[src/rtl/riscv_fetch_pkg.sv]
// rtl/riscv_fetch_pkg.sv - shared widths, halt word, fetch state and packet types
package riscv_fetch_pkg;

    localparam int ADDR_W = 5;
    localparam int DATA_W = 32;

    localparam logic [DATA_W-1:0] HALT_WORD = 32'd0;

    typedef enum logic {
        RUN  = 1'b0,
        HALT = 1'b1
    } fetch_state_t;

    typedef struct packed {
        logic [ADDR_W-1:0] pc;
        logic [DATA_W-1:0] instr;
    } fetch_pkt_t;

endpackage

[src/rtl/fetch_skid_fifo.sv]
// rtl/fetch_skid_fifo.sv - 2-entry fetch packet buffer with push/pop/flush
module fetch_skid_fifo
    import riscv_fetch_pkg::*;
(
    input  logic       clk,
    input  logic       rst_n,
    input  logic       push,
    input  logic       pop,
    input  logic       flush,
    input  fetch_pkt_t push_pkt,
    output fetch_pkt_t head,
    output logic [1:0] count
);

    fetch_pkt_t mem_q [2];
    logic       rd_ptr_q;
    logic       wr_ptr_q;
    logic [1:0] count_q;
    logic       do_pop;

    assign do_pop = pop && (count_q != 2'd0);
    assign head   = mem_q[rd_ptr_q];
    assign count  = count_q;

    always_ff @(posedge clk or negedge rst_n) begin
        if (!rst_n) begin
            mem_q[0] <= '0;
            mem_q[1] <= '0;
            rd_ptr_q <= 1'b0;
            wr_ptr_q <= 1'b0;
            count_q  <= 2'd0;
        end else if (flush) begin
            rd_ptr_q <= 1'b0;
            wr_ptr_q <= 1'b0;
            count_q  <= 2'd0;
        end else begin
            if (push) begin
                mem_q[wr_ptr_q] <= push_pkt;
                wr_ptr_q        <= ~wr_ptr_q;
            end
            if (do_pop) begin
                rd_ptr_q <= ~rd_ptr_q;
            end
            case ({push, do_pop})
                2'b10:   count_q <= count_q + 2'd1;
                2'b01:   count_q <= count_q - 2'd1;
                default: count_q <= count_q;
            endcase
        end
    end

    // A push into a full buffer is only legal when the head leaves in the same cycle.
    always_ff @(posedge clk) begin
        if (rst_n && !flush) begin
            assert (!(push && (count_q == 2'd2) && !do_pop));
        end
    end

endmodule

[src/rtl/instruction_fetch.sv]
// rtl/instruction_fetch.sv - PC owner, imem request issue and decode handshake
module instruction_fetch
    import riscv_fetch_pkg::*;
(
    input  logic              clk,
    input  logic              rst_n,
    output logic [ADDR_W-1:0] imem_addr,
    input  logic [DATA_W-1:0] imem_data,
    input  logic              redirect_valid,
    input  logic [ADDR_W-1:0] redirect_pc,
    output logic              out_valid,
    input  logic              out_ready,
    output logic [DATA_W-1:0] out_instr,
    output logic [ADDR_W-1:0] out_pc,
    output logic              halted
);

    fetch_state_t      state_q, state_d;
    logic [ADDR_W-1:0] pc_q, pc_d;
    logic [ADDR_W-1:0] req_pc_q, req_pc_d;
    logic              req_q, req_d;
    logic [1:0]        count;
    logic [2:0]        occupancy;
    logic              issue, pop, push, arrive, halt_word;
    fetch_pkt_t        head, push_pkt;

    assign imem_addr = redirect_valid ? redirect_pc : pc_q;
    assign out_valid = (count != 2'd0) && !redirect_valid;
    assign pop       = out_valid && out_ready;
    assign out_pc    = head.pc;
    assign out_instr = head.instr;
    assign halted    = (state_q == HALT) && !redirect_valid;

    // A redirect discards whatever word the memory returns this cycle.
    assign arrive    = req_q && !redirect_valid;
    assign halt_word = arrive && (imem_data == HALT_WORD);
    assign push      = arrive && !halt_word;
    assign push_pkt  = '{pc: req_pc_q, instr: imem_data};

    // Buffered plus in-flight packets after this cycle's pop; keep it below 2.
    assign occupancy = {1'b0, count} + {2'b00, req_q} - {2'b00, pop};

    always_comb begin
        state_d  = state_q;
        issue    = 1'b0;
        if (redirect_valid) begin
            state_d = RUN;
            issue   = 1'b1;
        end else if (state_q == RUN) begin
            if (halt_word) begin
                state_d = HALT;
            end else begin
                issue = (occupancy < 3'd2);
            end
        end
        pc_d     = pc_q;
        req_pc_d = req_pc_q;
        req_d    = issue;
        if (issue) begin
            pc_d     = imem_addr + ADDR_W'(1);
            req_pc_d = imem_addr;
        end
    end

    always_ff @(posedge clk or negedge rst_n) begin
        if (!rst_n) begin
            state_q  <= RUN;
            pc_q     <= '0;
            req_q    <= 1'b0;
            req_pc_q <= '0;
        end else begin
            state_q  <= state_d;
            pc_q     <= pc_d;
            req_q    <= req_d;
            req_pc_q <= req_pc_d;
        end
    end

    fetch_skid_fifo u_fifo (
        .clk      (clk),
        .rst_n    (rst_n),
        .push     (push),
        .pop      (pop),
        .flush    (redirect_valid),
        .push_pkt (push_pkt),
        .head     (head),
        .count    (count)
    );

endmodule

[config.mk]
export PLATFORM = sky130hd
export DESIGN_NAME = instruction_fetch
export DESIGN_NICKNAME = d
export VERILOG_FILES = /design/src/rtl/riscv_fetch_pkg.sv /design/src/rtl/fetch_skid_fifo.sv /design/src/rtl/instruction_fetch.sv
export SDC_FILE = /design/constraint.sdc
export NUM_CORES = 1
export LEC_CHECK = 0
export BUFFER_PORTS_ARGS = -buffer_cell sky130_fd_sc_hd__buf_4
export CAP_MARGIN = 20
export CORE_UTILIZATION = 45
export CTS_CLUSTER_DIAMETER = 40
export DETAILED_ROUTE_END_ITERATION = 10
export GPL_ROUTABILITY_DRIVEN = 0
export PLACE_DENSITY = 0.79
export SLEW_MARGIN = 20
export SYNTH_ARGS = -nofsm -noshare
export SYNTH_HDL_FRONTEND = slang
export SYNTH_SLANG_ARGS = --single-unit
export TNS_END_PERCENT = 20
[constraint.sdc]
create_clock -name clk -period 2.5 [get_ports clk]
set_input_delay 0.5 -clock clk [delete_from_list [all_inputs] [get_ports clk]]
set_output_delay 0.5 -clock clk [all_outputs]
set_load 0.01 [all_outputs]
==> qor.yml <==
crit_arrival_ps: 2690
clock_latency_ps: 360
ys_seq_elements: 90
place_hpwl_um: 5964
skew_ps: 10.75
via_count: 2603
syn-cell-area_mm2: 0.004405
setup_viol: 0
clk_pin_slew_ps: 90
multi_input_area_mm2: 0.002046
overflow: 0
grt_setup_unrepaired: "yes"
dpl_cell_area_mm2: 0.005306
syn_to_final_growth_pct: 25.96
path_class: "register to register"
synth-seq-area-share_pct: 51.12
track_usage_pct: 19.06
critPathLaunchType: "register"
ys_types: 31
grt_pass1_wl_um: 14910
cts-root-buf: "clkbuf_8"
powerDensity_mw_per_mm2: 1299
cts_max_level: 3
p_leak_nw: 2.667
peakVddDrop_mv: 0.4594
num_rows: 35
fillers: 759
layout_setup_ws_ps: 60.19
grt_max_degree: 55
ios: 85
layout.cells.non_filler: 512
status: "finished clean"
seqCellArea_mm2: 0.002252
cts_made_buffers: 9
antenna_cells: 0
grt_pass1_vias: 2904
max_freq_mhz: 409.9
drtPass1Iterations: 4
drive_gt1_share_pct: 66.32
ys_warn_count: 0
die_area_mm2: 0.01019
io_buffers: 84
maxSlewViolCount: 0
syn-num-nets: 326
drc: 0
die_x_um: 100.9
core_area_mm2: 0.009371
dp_cells: 496
nNetsFinal: 422
hold_class: "input pin to asynchronous set/reset pin"
worst_pin_slew_ps: 485.8
routedWlPerCell_um: 16.94
totalPowerFinal_w: 0.007210
avgSynthCellArea_um2: 15.62
drtAntennaViolNets: 0
final.period_utilization_pct: 97.59
setup_tns_ps: 0
stdcell_area_mm2: 0.005549
vias_per_cell: 5.084
antenna_found_initial: 0
dp_slack_ps: -246.6
crit_fanout: 4
cts_num_sinks: 90
clk_path_buf_depth: 2
maxSlewHeadroom_pct: 67.61
die_h_um: 100.9
synth_cells: 282
cts_setup_buffers: 0
wl_um: 8674
crit_required_ps: 2750
hold_viol: 0
finalCriticalPeriod_ps: 2440
start_util_pct: 47.01
maxCapViolCount: 0
cts_tree: "yes"
drt_iter0_drc: 44
end_kind: "register"
==> critical path: stages (launching register included) <==
cell and delay [ps]:
dfrtp_1 400, o21ba_4 230, nand2_4 60, inv_2 40
ha_4 240, nand2b_4 110, fa_2 420, nor3b_2 170
o2bb2ai_2 150, buf_4 170, mux2_2 330
==> cells in the mapped netlist, drive strengths merged <==
cell type	instances	area, um2
nand2	4	15.01
dfrtp	90	2252
o311a	1	11.26
clkbuf	5	18.77
nand4	2	12.51
nand3b	1	7.510
xnor2	4	35.03
inv	6	22.52
nor3b	1	7.510
nor2	4	15.01
fa	1	20.02
nand2b	1	6.260
o2bb2ai	1	8.760
nor2b	2	12.51
nand3	2	10.01
o21ba	1	10.01
o21ai	4	23.77
a21oi	2	10.01
mux2i	1	10.01
ha	2	25.02
or3b	1	8.760
or3	1	6.260
mux2	124	1622
nor4	8	56.30
xor2	3	26.28
buf	10	152.7
==> final timing paths <==
| path | startpoint | slack [ps] | end | cells after the start |
|---|---|---|---|---|
| worst min register to register | u_fifo.mem_q[32] | 510 | u_fifo.mem_q[32] | 1 |
| max in group asynchronous | rst_n | 1760 | pc_q[1] | 2 |
| min in group clk | imem_data[6] | 380 | u_fifo.mem_q[43] | 2 |
| worst max register to register | u_fifo.count[0] | 60 | req_pc_q[4] | 10 |
| worst min-delay path | rst_n | 90 | u_fifo.mem_q[56] | 1 |
| worst max-delay path | u_fifo.count[0] | 60 | req_pc_q[4] | 10 |
==> stage by stage <==
step           hold WS (ps)  util (%)
3_5_place_dp          488.5     56.62
3_3_place_gp          484.1     56.62
5_1_grt               103.6     59.21
4_1_cts               100.7     59.09
6_report              91.79     59.21
2_1_floorplan         204.4         -
==> cell families (layout without fill, tap and decap cells) <==
| group | count (synthesis) | in the layout | synth area share, % |
|---|---|---|---|
| AO/OA/AOI/OAI | 9 | 9 | 1.448 |
| XOR/XNOR | 7 | 7 | 1.392 |
| adder cells (fa/ha/maj) | 3 | 3 | 1.022 |
| buffers and inverters | 21 | 122 | 4.402 |
| flip-flops | 90 | 90 | 51.12 |
| multiplexers | 125 | 125 | 37.03 |
| AND/OR/NAND/NOR | 27 | 27 | 3.579 |
==> final cells by class <==
cell class                      count  area share, %
Clock buffer                        9          2.232
Clock inverter                      7          1.826
Inverter                            6         0.4059
Multi-Input combinational cell    171          36.87
Sequential cell                    90          40.59
Tap cell                          129          2.909
Timing Repair Buffer              100          15.17
==> state kept, by name, indices dropped and copies added (netlist names) <==
name,count
pc_q,5
u_fifo.rd_ptr_q,1
u_fifo.mem_q,74
req_q,1
req_pc_q,5
state_q,1
u_fifo.count,2
u_fifo.wr_ptr_q,1
==> routing by layer <==
metal,vias to the layer above,wire length (um),part of all wire [%],GRT usage (%)
li1,1200,-,-,-
met1,1326,3995,46,25.25
met2,62,4115,47,29.93
met3,15,389,4.5,5.895
met4,0,174,2.0,6.020
met5,-,0,0,0
==> repair_timing <==
item,4_1_cts,5_1_grt
hold endpoints to repair,0,0
hold buffers,0,0
setup endpoints to repair,6,7
resized for setup,1,2
cloned,0,0
pin swaps,1,0
==> layout by cell type, fill, tap and decap left out, types with 3 or more instances in the layout <==
cell | netlist | routed
buf_4 | 0 | 92
dfrtp_1 | 90 | 90
mux2_4 | 60 | 68
mux2_2 | 64 | 56
clkbuf_8 | 0 | 9
nor4_1 | 7 | 7
buf_12 | 6 | 7
inv_1 | 6 | 5
nor2_1 | 4 | 4
xnor2_1 | 4 | 4
nand2_1 | 4 | 3
o21ai_0 | 3 | 3
==> where the power goes <==
part           internal (W)  switching (W)
clock              0.000570       0.000542
combinational       0.00225        0.00125
sequential          0.00218       0.000415
Power figures use the tool's default switching activity.
